<file path="config.mk">
export PLATFORM = sky130hd
export DESIGN_NAME = downsample_mc
export DESIGN_NICKNAME = d
export VERILOG_FILES = /design/src/rtl/downsample_mc.sv
export SDC_FILE = /design/constraint.sdc
export NUM_CORES = 1
export LEC_CHECK = 0
export CORE_MARGIN = 4
export CORE_UTILIZATION = 66
export DETAILED_ROUTE_END_ITERATION = 8
export DONT_BUFFER_PORTS = 1
export PLACE_DENSITY = 0.94
export SLEW_MARGIN = 20
export SYNTH_ARGS = -nofsm -noshare
export SYNTH_HDL_FRONTEND = slang
export SYNTH_SLANG_ARGS = --single-unit
</file>
<file path="constraint.sdc">
create_clock -name clock -period 4.2 [get_ports clock]
set_input_delay 0.63 -clock clock [delete_from_list [all_inputs] [get_ports clock]]
set_output_delay 0.63 -clock clock [all_outputs]
set_load 0.01 [all_outputs]
</file>
<file path="src/rtl/downsample_mc.sv">
// Multi-channel sample-rate reducer: divides the input strobe rate by a runtime N,
// either picking the first sample of each block or emitting a shifted, saturated block sum.
module downsample_mc #(
    parameter int W  = 18,
    parameter int CH = 2,
    parameter int NW = 4,
    localparam int AW = W + NW,
    localparam int SW = $clog2(W + NW)
) (
    input  logic              clock,
    input  logic              reset,
    input  logic [NW-1:0]     Nfreq,
    input  logic              mode,
    input  logic [SW-1:0]     shift,
    input  logic              sync,
    input  logic [CH*W-1:0]   datain,
    input  logic              endatain,
    output logic [CH*W-1:0]   dataout,
    output logic              endataout
);

    localparam logic signed [AW-1:0] MAXV = {{(NW+1){1'b0}}, {(W-1){1'b1}}};
    localparam logic signed [AW-1:0] MINV = {{(NW+1){1'b1}}, {(W-1){1'b0}}};

    logic [NW-1:0]         cnt;
    logic [NW-1:0]         nr;
    logic                  mr;
    logic [SW-1:0]         sr;
    logic signed [AW-1:0]  acc [CH];

    logic                  start;
    logic [NW-1:0]         n_use;
    logic                  m_use;
    logic [SW-1:0]         s_use;
    logic [NW-1:0]         pos;
    logic                  last;
    logic signed [AW-1:0]  xs      [CH];
    logic signed [AW-1:0]  sum_v   [CH];
    logic signed [AW-1:0]  shifted [CH];
    logic [CH*W-1:0]       sat_v;

    // A sync strobe counts as the first sample of a fresh block, so the block
    // parameters come straight from the ports on that strobe.
    always_comb begin
        start = sync | (cnt == '0);
        n_use = nr;
        m_use = mr;
        s_use = sr;
        if (start) begin
            n_use = (Nfreq == '0) ? NW'(1) : Nfreq;
            m_use = mode;
            s_use = shift;
        end
        pos   = start ? '0 : cnt;
        last  = (pos == n_use - NW'(1));
        sat_v = '0;
        for (int k = 0; k < CH; k++) begin
            xs[k]      = AW'($signed(datain[k*W +: W]));
            sum_v[k]   = (pos == '0) ? xs[k] : acc[k] + xs[k];
            shifted[k] = sum_v[k] >>> s_use;
            if (shifted[k] > MAXV)
                sat_v[k*W +: W] = MAXV[W-1:0];
            else if (shifted[k] < MINV)
                sat_v[k*W +: W] = MINV[W-1:0];
            else
                sat_v[k*W +: W] = shifted[k][W-1:0];
        end
    end

    always_ff @(posedge clock) begin
        if (reset) begin
            cnt       <= '0;
            nr        <= NW'(1);
            mr        <= 1'b0;
            sr        <= '0;
            dataout   <= '0;
            endataout <= 1'b0;
            for (int k = 0; k < CH; k++) acc[k] <= '0;
        end else begin
            endataout <= 1'b0;
            if (endatain) begin
                cnt <= last ? '0 : pos + NW'(1);
                if (start) begin
                    nr <= n_use;
                    mr <= m_use;
                    sr <= s_use;
                end
                for (int k = 0; k < CH; k++) acc[k] <= sum_v[k];
                if (!m_use && pos == '0) begin
                    dataout   <= datain;
                    endataout <= 1'b1;
                end else if (m_use && last) begin
                    dataout   <= sat_v;
                    endataout <= 1'b1;
                end
            end else if (sync) begin
                // partial block is dropped without producing an output
                cnt <= '0;
                for (int k = 0; k < CH; k++) acc[k] <= '0;
            end
        end
    end

endmodule
</file>
==> results.sh, run 1 <==
export IMPL_status="finished clean"
export IMPL_max_freq_ghz=0.2492
export IMPL_clock_latency_ps=370
export IMPL_hold_class="in -> reg"
export IMPL_tightest_slew_ps=1078
export IMPL_pre_cts_ws_ps=47.10
export IMPL_worstReg2RegStart="acc[0][8]$_SDFFCE_PP0P_"
export IMPL_cp_max_fo=9
export IMPL_mostFrequentLayoutCell="nand2_1"
export IMPL_whs_ps=335.0
export IMPL_cts_tree="done"
export IMPL_ys_types=111
export IMPL_grt_max_degree=45
export IMPL_chipWidth_um=131.6
export IMPL_final_cells=1435
export IMPL_num_rows=44
export IMPL_fin_nets=1343
export IMPL_area_delta_synth_final_pct=5.446
export IMPL_totalWireLength_um=33040
export IMPL_synth_area_um2=10090
export IMPL_final_max_slew_viol_count=0
export IMPL_dpl_instance_area_um2=10250
export IMPL_p_leak_nw=4.128
export IMPL_wire_per_inst_um=23.03
export IMPL_dp_hpwl_um=24590
export IMPL_grt_ovfl_total=0
export IMPL_r2r_end="dataout[4]$_SDFFE_PP0P_"
export IMPL_async_flop_share_pct=0
export IMPL_crit_path_end_kind="flop"
export IMPL_ys_seq_area_share_pct=23.22
export IMPL_fin_area_um2=10640
export IMPL_critPathKind="reg -> reg"
export IMPL_synth_ff_type="dfxtp_1"
export IMPL_layout_common_cells="155 x nand2_1, 123 x nor2_1, 91 x a21oi_1, 82 x o21ai_0, 51 x dfxtp_1"
export IMPL_worstPathRequired_ps=4440
export IMPL_multiInputGateArea_um2=7264
export IMPL_clk_pin_slew_ps=70
export IMPL_remaining_drc_errors=0
export IMPL_die_area_um2=17320
export IMPL_layout_setup_ws_ps=186.5
export IMPL_p_total_mw=3.603
export IMPL_vdd_drop_max_uv=212.3
export IMPL_first_pass_iters=9
export IMPL_vias_per_cell=7.574
export IMPL_period_minus_slack_ps=4013
export IMPL_maxCapViolCount=0
export IMPL_synth_edf_count=44
export IMPL_rsz0062_at_grt="no"
export IMPL_clock_skew_ps=14.19
export IMPL_finish_utilization_pct=72.08
export IMPL_cts_sinks=95
export IMPL_num_io_pins=87
export IMPL_critPathLaunchType="flop"
export IMPL_yosysWarningCount=0
export IMPL_fin_tns_setup_ps=0
export IMPL_placedCellCount=1415
export IMPL_regArea_um2=2342
export IMPL_postRouteAntennaNets=0
export IMPL_drtIter0Drc=2315
export IMPL_critPathArrivalTime_ps=4250
export IMPL_root_buffer="clkbuf_16"
export IMPL_ys_ff_latch=95
export IMPL_hp_start="reset"
export IMPL_regToRegSetupSlack_ps=190
export IMPL_syn_nets=1379
export IMPL_core_area_um2=14750
export IMPL_grt_pass1_vias=9493
export IMPL_period_share_pct=95.56
export IMPL_hold_end="dataout[7]$_SDFFE_PP0P_"
export IMPL_antenna_found_initial=1
export IMPL_gr_usage_all_layers_pct=36.50
export IMPL_hold_viol=0
export IMPL_grt_pass1_wl_um=52210
export IMPL_drive_above_1_share_pct=12.23
export IMPL_fp_dieH_um=131.6
export IMPL_io_buffers=0
export IMPL_via_count=10870
export IMPL_synthCells=1282
export IMPL_diodes=0
export IMPL_hold_depth=1
export IMPL_numCtsBuffers=9
export IMPL_cts_path_max_buffers=2
export IMPL_reg2reg_depth=12
export IMPL_avgSynthCellArea_um2=7.867
export IMPL_setup_viol=0
export IMPL_maxSlewHeadroom_pct=28.14
export IMPL_htreeDepth=3
export IMPL_place_congestion=1.070
export IMPL_start_util_pct=68.36
export IMPL_fillers=1082
export IMPL_power_density_nw_per_um2=338.8
layout make-up:
type,count,share of cell area (%)
clock buffers,11,2.388
clock inverters,5,0.7882
inverters,16,0.5647
multi-input cells,1074,68.31
flip-flops and latches,95,22.02
well taps,184,2.165
repair buffers,50,3.765
what timing repair did:
action                     CTS  global route
gates resized for setup      0             3
setup endpoints to repair    0             6
hold buffers                 0             0
buffers inserted             0             4
critical path: stages, from the launching register on:
cell       delay, ps
edfxtp_1         390
ha_1             450
and4_1           290
and3_1           240
o21ai_1          160
a2111oi_0        470
a211oi_1         200
mux4_2           520
o2bb2ai_1        160
a221oi_1         530
nor2_1           110
a211oi_1         240
o32ai_1          120
registers in the layout, summed over array words and instances, names as in the netlist:
name / flops
acc: 44
sr: 5
endataout: 1
cnt: 4
dataout: 36
mr: 1
nr: 4
synthesized netlist by cell type (9+ instances only):
master / count / share of area [%]
a211oi_1: 23 / 1.7
a21o_1: 26 / 1.9
a21oi_1: 91 / 4.5
a221oi_1: 12 / 1.0
a22oi_1: 12 / 0.89
a31oi_1: 20 / 1.2
and3_1: 13 / 0.81
buf_2: 44 / 2.2
clkbuf_1: 43 / 1.6
dfxtp_1: 51 / 10
edfxtp_1: 44 / 13
ha_1: 45 / 5.6
inv_1: 16 / 0.60
mux2_2: 13 / 1.5
mux2i_1: 38 / 3.8
nand2_1: 156 / 5.8
nand2b_1: 13 / 0.81
nand3_1: 34 / 1.7
nand4_1: 16 / 0.99
nor2_1: 124 / 4.6
nor2b_1: 10 / 0.62
nor3_1: 38 / 1.9
nor4_1: 10 / 0.62
o2111ai_1: 9 / 0.78
o211ai_1: 23 / 1.7
o21a_1: 13 / 0.97
o21ai_0: 83 / 4.1
o21ai_1: 21 / 1.0
o221ai_1: 9 / 0.78
o22ai_1: 11 / 0.68
o31ai_1: 10 / 0.74
xnor2_1: 16 / 1.4
report_power, final:
part / switching [mW] / leakage, nW / internal, mW / total, mW
combinational: 0.954 / 3.04 / 0.556 / 1.51
clock: 0.404 / 0.166 / 0.564 / 0.968
sequential: 0.0732 / 0.923 / 1.05 / 1.13
cell families (layout without fill, tap and decap cells):
| logic type | after synthesis | count (layout) | share of synthesized area (%) |
|---|---|---|---|
| xor gates and xnor gates | 21 | 21 | 1.824 |
| DFF | 95 | 95 | 23.22 |
| muxes | 62 | 62 | 7.518 |
| and+or+nand+nor | 464 | 464 | 21.98 |
| adders and majority gates | 47 | 47 | 5.979 |
| AOI/OAI and AO/OA | 480 | 480 | 34.34 |
| buffers and inverters | 113 | 82 | 5.136 |
per-layer routing:
layer	vias to the layer above	wire length (um)	global-route usage, %
met2	909	13680	52.78
met4	2	1335	12.95
li1	4851	-	-
met3	157	4956	10.86
met1	4950	13050	51.81
met5	-	13	0
worst max path at each step:
stage / from / to / slack [ps] / cells past startpoint
after detailed placement: datain[18] / dataout[28]$_SDFFE_PP0P_ / 50 / 13
after CTS: cnt[3]$_SDFFE_PP0P_ / dataout[11]$_SDFFE_PP0P_ / 250 / 14
after floorplan: datain[18] / dataout[28]$_SDFFE_PP0P_ / 420 / 13
after global placement: datain[8] / dataout[7]$_SDFFE_PP0P_ / 220 / 12
final: acc[0][8]$_SDFFCE_PP0P_ / dataout[4]$_SDFFE_PP0P_ / 190 / 12
after global routing: acc[0][26]$_SDFFCE_PP0P_ / dataout[28]$_SDFFE_PP0P_ / 10 / 12
Power figures use the tool's default switching activity.
==> run 2: changes to the inputs <==
- CORE_MARGIN: 4 -> default
- CTS_CLUSTER_DIAMETER: default -> 120
==> results.sh, run 2 (synthesis gave the netlist of run 1 again) <==
export IMPL_placedCellCount=1429
export IMPL_period_share_pct=94.77
export IMPL_critPathArrivalTime_ps=4250
export IMPL_post_cts_buffers=0
export IMPL_p_sw_share_pct=41.84
export IMPL_wire_per_inst_um=22.84
export IMPL_p_int_mw=2.038
export IMPL_hold_viol=0
export IMPL_crit_path_end_kind="flop"
export IMPL_worstReg2RegStart="acc[0][22]$_SDFFCE_PP0P_"
export IMPL_io_buffers=0
export IMPL_largest_register="acc"
export IMPL_p_leak_nw=4.144
export IMPL_via_count=10730
export IMPL_root_buffer="clkbuf_16"
export IMPL_grt_max_degree=45
export IMPL_critPathKind="reg -> reg"
export IMPL_num_rows=44
export IMPL_vias_per_cell=7.423
export IMPL_num_io_pins=87
export IMPL_start_util_pct=68.62
export IMPL_dp_hpwl_um=24770
export IMPL_diodes=0
export IMPL_combPwrFrac_pct=43.6
export IMPL_area_delta_synth_final_pct=5.520
export IMPL_final_cells=1445
export IMPL_setup_viol=0
export IMPL_first_pass_iters=9
export IMPL_critPathLaunchType="flop"
export IMPL_grt_ovfl_total=0
export IMPL_reg2reg_depth=13
export IMPL_period_minus_slack_ps=3980
export IMPL_maxCapViolCount=0
export IMPL_rsz0062_at_grt="no"
export IMPL_cts_sinks=95
export IMPL_totalWireLength_um=33000
export IMPL_status="finished, violations left"
export IMPL_clkPwrFrac_pct=24.3
export IMPL_fp_dieH_um=125.6
export IMPL_crit_start="acc[0][22]$_SDFFCE_PP0P_"
export IMPL_vdd_drop_max_uv=225.8
export IMPL_worstPathRequired_ps=4460
export IMPL_drive_above_1_share_pct=12.77
export IMPL_grt_pass1_wl_um=51770
export IMPL_tightest_slew_ps=726.1
export IMPL_htreeDepth=3
export IMPL_numCtsBuffers=9
export IMPL_maxSlewHeadroom_pct=51.27
export IMPL_clock_skew_ps=20.39
export IMPL_cts_path_max_buffers=2
export IMPL_remaining_drc_errors=10
export IMPL_max_freq_ghz=0.2512
export IMPL_grt_pass1_vias=9612
export IMPL_r2r_end="dataout[28]$_SDFFE_PP0P_"
export IMPL_hold_class="in -> reg"
export IMPL_final_max_slew_viol_count=0
export IMPL_finish_utilization_pct=72.40
export IMPL_cts_tree="done"
export IMPL_violations="design-rule violations"
export IMPL_seq_power_share_pct=32.1
export IMPL_antenna_found_initial=0
export IMPL_gr_usage_all_layers_pct=41.21
export IMPL_layout_common_cells="155 x nand2_1, 124 x nor2_1, 91 x a21oi_1, 82 x o21ai_0, 59 x buf_4"
export IMPL_power_switching_mw=1.466
export IMPL_reg_largest_list="acc x44, dataout x36, sr x5"
export IMPL_critPathCapture="dataout[28]$_SDFFE_PP0P_"
export IMPL_die_area_um2=15780
export IMPL_power_density_nw_per_um2=329.2
export IMPL_fin_nets=1353
export IMPL_regToRegSetupSlack_ps=220
export IMPL_drtIter0Drc=1484
export IMPL_fin_tns_setup_ps=0
export IMPL_largest_reg_flops=44
export IMPL_cp_max_fo=8
export IMPL_core_area_um2=14700
export IMPL_clock_latency_ps=370
export IMPL_postRouteAntennaNets=0
export IMPL_place_congestion=1.023
export IMPL_holdBufCountCts=0
export IMPL_clk_pin_slew_ps=80
export IMPL_chipWidth_um=125.6
export IMPL_mostFrequentLayoutCell="nand2_1"
## run 2: how the worst min path moves through the flow
stage                         start                  endpoint  slack (ps)  depth (start not counted)
floorplan           mr$_SDFFE_PP0P_           mr$_SDFFE_PP0P_         440                          2
global placement    mr$_SDFFE_PP0P_           mr$_SDFFE_PP0P_         440                          2
detailed placement  mr$_SDFFE_PP0P_           mr$_SDFFE_PP0P_         450                          2
CTS                           reset  dataout[15]$_SDFFE_PP0P_         320                          1
global route                  reset  dataout[12]$_SDFFE_PP0P_         320                          1
finish                        reset  dataout[13]$_SDFFE_PP0P_         330                          1
## run 2: cell type report
type / instances / area [um^2]
clock inverters: 7 / 65.06
inverters: 16 / 60.06
well taps: 184 / 230.2
flip-flops and latches: 95 / 2342
repair buffers: 60 / 462.9
fillers: 1157 / 4056
multi-input cells: 1074 / 7257
clock buffers: 9 / 225.2
## run 2: what timing repair did
item	in CTS	in global routing
hold endpoints to repair	0	0
setup endpoints to repair	0	4
resized for setup	0	2
## run 2: worst max-delay path, cell delays in order, from the launching register on
cell and delay [ps]:
edfxtp_1 380, ha_1 230, fa_1 410, a21o_1 210
a311o_1 430, a21oi_4 250, nor3_1 90, a311oi_2 340
o22ai_2 180, o2bb2ai_2 330, a31oi_2 210, a211oi_4 360
a31oi_1 150, o41ai_2 290
## run 2: metrics by stage
step                      hold WS (ps)  total power [mW]  setup WS [ps]  instance area (um^2)
after floorplan                  436.0             2.232          422.0                 10090
after global placement           435.4             2.573          184.7                 10350
after detailed placement         446.8             2.603          62.88                 10350
after CTS                        320.8             3.449          286.9                 10640
after global routing             317.9             3.656          4.245                 10640
final                            331.5             3.504          219.7                 10640
## run 2: power by group through the flow
stage | registers, mW | clock network (mW) | logic [mW]
floorplan | 1.13 | 0 | 1.11
global placement | 1.14 | 0 | 1.43
detailed placement | 1.14 | 0 | 1.46
CTS | 1.12 | 0.859 | 1.47
global route | 1.13 | 0.891 | 1.63
finish | 1.12 | 0.852 | 1.53
## run 2: per-layer routing
metal / GRT usage, % / routed length (um) / vias up
met4: 18.01 / 1242 / 0
li1: - / - / 4874
met2: 60.03 / 13850 / 807
met5: 0 / 0 / -
met3: 9.473 / 4609 / 119
met1: 58.11 / 13300 / 4926
==> run 3: changes to the inputs <==
- ABC_AREA: default -> 1
==> results.sh, run 3 <==
export IMPL_worstPathRequired_ps=4460
export IMPL_antenna_found_initial=0
export IMPL_status="finished, violations left"
export IMPL_setup_viol=0
export IMPL_hold_viol=0
export IMPL_clk_pin_slew_ps=80
export IMPL_ys_ff_latch=95
export IMPL_place_congestion=0.9920
export IMPL_hold_depth=1
export IMPL_reg2reg_depth=22
export IMPL_num_io_pins=87
export IMPL_cp_max_fo=38
export IMPL_critPathArrivalTime_ps=3810
export IMPL_numCtsBuffers=9
export IMPL_maxCapViolCount=0
export IMPL_critPathKind="reg -> reg"
export IMPL_power_density_nw_per_um2=312.2
export IMPL_clock_skew_ps=10.19
export IMPL_hp_start="reset"
export IMPL_hold_class="in -> reg"
export IMPL_yosys_top_cells_area="nand2_1 22%, nand3_1 14%, edfxtp_1 13%, dfxtp_1 10%, inv_1 7.8%"
export IMPL_worstReg2RegStart="cnt[0]$_SDFFE_PP0P_"
export IMPL_crit_family="simple AND/OR/NAND/NOR gates"
export IMPL_diodes=0
export IMPL_final_max_slew_viol_count=0
export IMPL_area_delta_synth_final_pct=3.969
export IMPL_drtIter0Drc=1298
export IMPL_mostFrequentLayoutCell="nand2_1"
export IMPL_cp_slowest_stage_delay_ps=440
export IMPL_fin_tns_setup_ps=0
export IMPL_htreeDepth=3
export IMPL_holdBufCountCts=0
export IMPL_ys_types=46
export IMPL_synth_area_um2=9962
export IMPL_cts_path_max_buffers=2
export IMPL_r2r_end="dataout[13]$_SDFFE_PP0P_"
export IMPL_finish_utilization_pct=70.73
export IMPL_synthCells=1724
export IMPL_first_pass_iters=8
export IMPL_postRouteAntennaNets=0
export IMPL_clock_latency_ps=370
export IMPL_fin_nets=1789
export IMPL_critPathLaunchType="flop"
export IMPL_maxSlewHeadroom_pct=48.53
export IMPL_period_share_pct=84.54
export IMPL_ys_seq_area_share_pct=23.51
export IMPL_crit_top_cell="nand2_1"
export IMPL_synth_top_cell_by_area="nand2_1"
export IMPL_placedCellCount=1857
export IMPL_die_area_um2=15590
export IMPL_avgSynthCellArea_um2=5.778
export IMPL_pre_cts_ws_ps=479.6
export IMPL_fillers=1325
export IMPL_vias_per_cell=5.980
export IMPL_regArea_um2=2342
export IMPL_regToRegSetupSlack_ps=650
export IMPL_final_cells=1881
export IMPL_rsz0062_at_grt="no"
export IMPL_remaining_drc_errors=6
export IMPL_grt_max_degree=49
export IMPL_root_buffer="clkbuf_16"
export IMPL_fp_dieH_um=124.9
export IMPL_synth_top_cell_area_share_pct=22.08
export IMPL_grt_ovfl_total=0
export IMPL_wire_per_inst_um=16.20
export IMPL_synth_ff_type="dfxtp_1"
export IMPL_reg_largest_list="acc x44, dataout x36, sr x5"
export IMPL_gr_usage_all_layers_pct=39.35
export IMPL_drive_above_1_share_pct=5.127
export IMPL_via_count=11250
export IMPL_grt_pass1_wl_um=49210
export IMPL_largest_register="acc"
export IMPL_vdd_drop_max_uv=261.3
export IMPL_synth_common_cells="586 x nand2_1, 284 x nand3_1, 206 x inv_1"
export IMPL_async_flop_share_pct=0
export IMPL_period_minus_slack_ps=3551
export IMPL_yosysWarningCount=0
export IMPL_crit_path_end_kind="flop"
export IMPL_start_util_pct=68.03
export IMPL_max_freq_ghz=0.2816
export IMPL_largest_reg_flops=44
export IMPL_synth_edf_count=44
export IMPL_hold_end="dataout[3]$_SDFFE_PP0P_"
export IMPL_multiInputGateArea_um2=6486
export IMPL_synth_most_common_cell="nand2_1"
export IMPL_layout_setup_ws_ps=649.1
export IMPL_io_buffers=0
export IMPL_cts_tree="done"
export IMPL_layout_common_cells="584 x nand2_1, 284 x nand3_1, 206 x inv_1, 145 x nor2_1, 113 x a21oi_1"
export IMPL_tightest_slew_ps=770.9
export IMPL_dp_hpwl_um=23170
export IMPL_cts_sinks=95
export IMPL_syn_nets=1821
export IMPL_totalWireLength_um=30470
export IMPL_p_leak_nw=5.435
export IMPL_violations="design-rule violations"
export IMPL_num_rows=44
export IMPL_critical_path_buf_inv_count=3
export IMPL_core_area_um2=14640
export IMPL_p_total_mw=3.233
export IMPL_chipWidth_um=124.9
export IMPL_grt_pass1_vias=9971
export IMPL_cp_cell_sequence="nor2_1 -> nand2_1 -> o21bai_4 -> buf_4 -> inv_2 -> or2_1 -> o21ai_4 -> inv_2 -> nand3_1 -> nand3_1 -> nand2_1 -> nand2_1 -> nand2_1 -> nand2_1 -> nand2_1 -> nand2_1 -> nor2_2 -> nor2_4 -> nor2_8 -> nand2_1 -> nand2_1 -> a21oi_1"
export IMPL_cpMaxStageDelayCell="inv_2"
==> run 3: cell count changes after synthesis, moves of 23 or more <==
cell / previous run / this run
nand2_1: 156 / 586
nand3_1: 34 / 284
inv_1: 16 / 206
mux2i_1: 38 / 1
nor3_1: 38 / 3
o21ai_0: 83 / 50
a21o_1: 26 / 3
==> run 3: timing repair <==
| item | 4_1_cts | 5_1_grt |
|---|---|---|
| setup endpoints to repair | 0 | 1 |
| gates resized for setup | 0 | 0 |
| buffers inserted | 0 | 8 |
==> run 3: metal layers <==
layer,global-route usage (%),wire [um]
met1,56.75,13200
met2,58.99,12670
met3,8.548,4018
met4,10.90,578
met5,0,0
==> run 3: area by class of cell <==
type / instances / area share, %
multi-input cells: 1345 / 62.62
flip-flops and latches: 95 / 22.61
inverters: 213 / 7.719
well taps: 184 / 2.223
clock buffers: 9 / 2.174
repair buffers: 28 / 2.029
clock inverters: 7 / 0.6161
==> run 3: where the power goes <==
| part | total [mW] | switching, mW | internal (mW) |
|---|---|---|---|
| Clock | 0.839 | 0.423 | 0.416 |
| Sequential | 1.10 | 0.0572 | 1.04 |
| Combinational | 1.29 | 0.873 | 0.421 |
| Total | 3.23 | 1.35 | 1.88 |
==> run 3: worst max-delay path by stage <==
stage                         from                        to  depth (start not counted)
6_report       cnt[0]$_SDFFE_PP0P_  dataout[13]$_SDFFE_PP0P_                         22
5_1_grt        cnt[2]$_SDFFE_PP0P_  dataout[19]$_SDFFE_PP0P_                         19
4_1_cts        cnt[0]$_SDFFE_PP0P_  dataout[19]$_SDFFE_PP0P_                         20
3_3_place_gp                  sync  dataout[26]$_SDFFE_PP0P_                         18
2_1_floorplan                 sync  dataout[22]$_SDFFE_PP0P_                         20
3_5_place_dp                  sync  dataout[30]$_SDFFE_PP0P_                         18
==> run 3: cells by family (layout without fill, tap and decap cells) <==
logic type                 after synthesis  after routing  synth area share, %
and+or+nand+nor                       1076           1076                45.98
buffers and inverters                  284            257                11.61
AOI/OAI and AO/OA                      206            206                11.43
DFF                                     95             95                23.51
adders and majority gates               47             47                6.054
xor gates and xnor gates                15             15                1.319
muxes                                    1              1               0.1005
==> run 3: stage by stage <==
stage | hold WS [ps] | instance area, um^2
floorplan | 449.5 | 9962
global placement | 456.5 | 10010
detailed placement | 472.1 | 10010
CTS | 318.5 | 10300
global route | 316.6 | 10360
finish | 320.9 | 10360
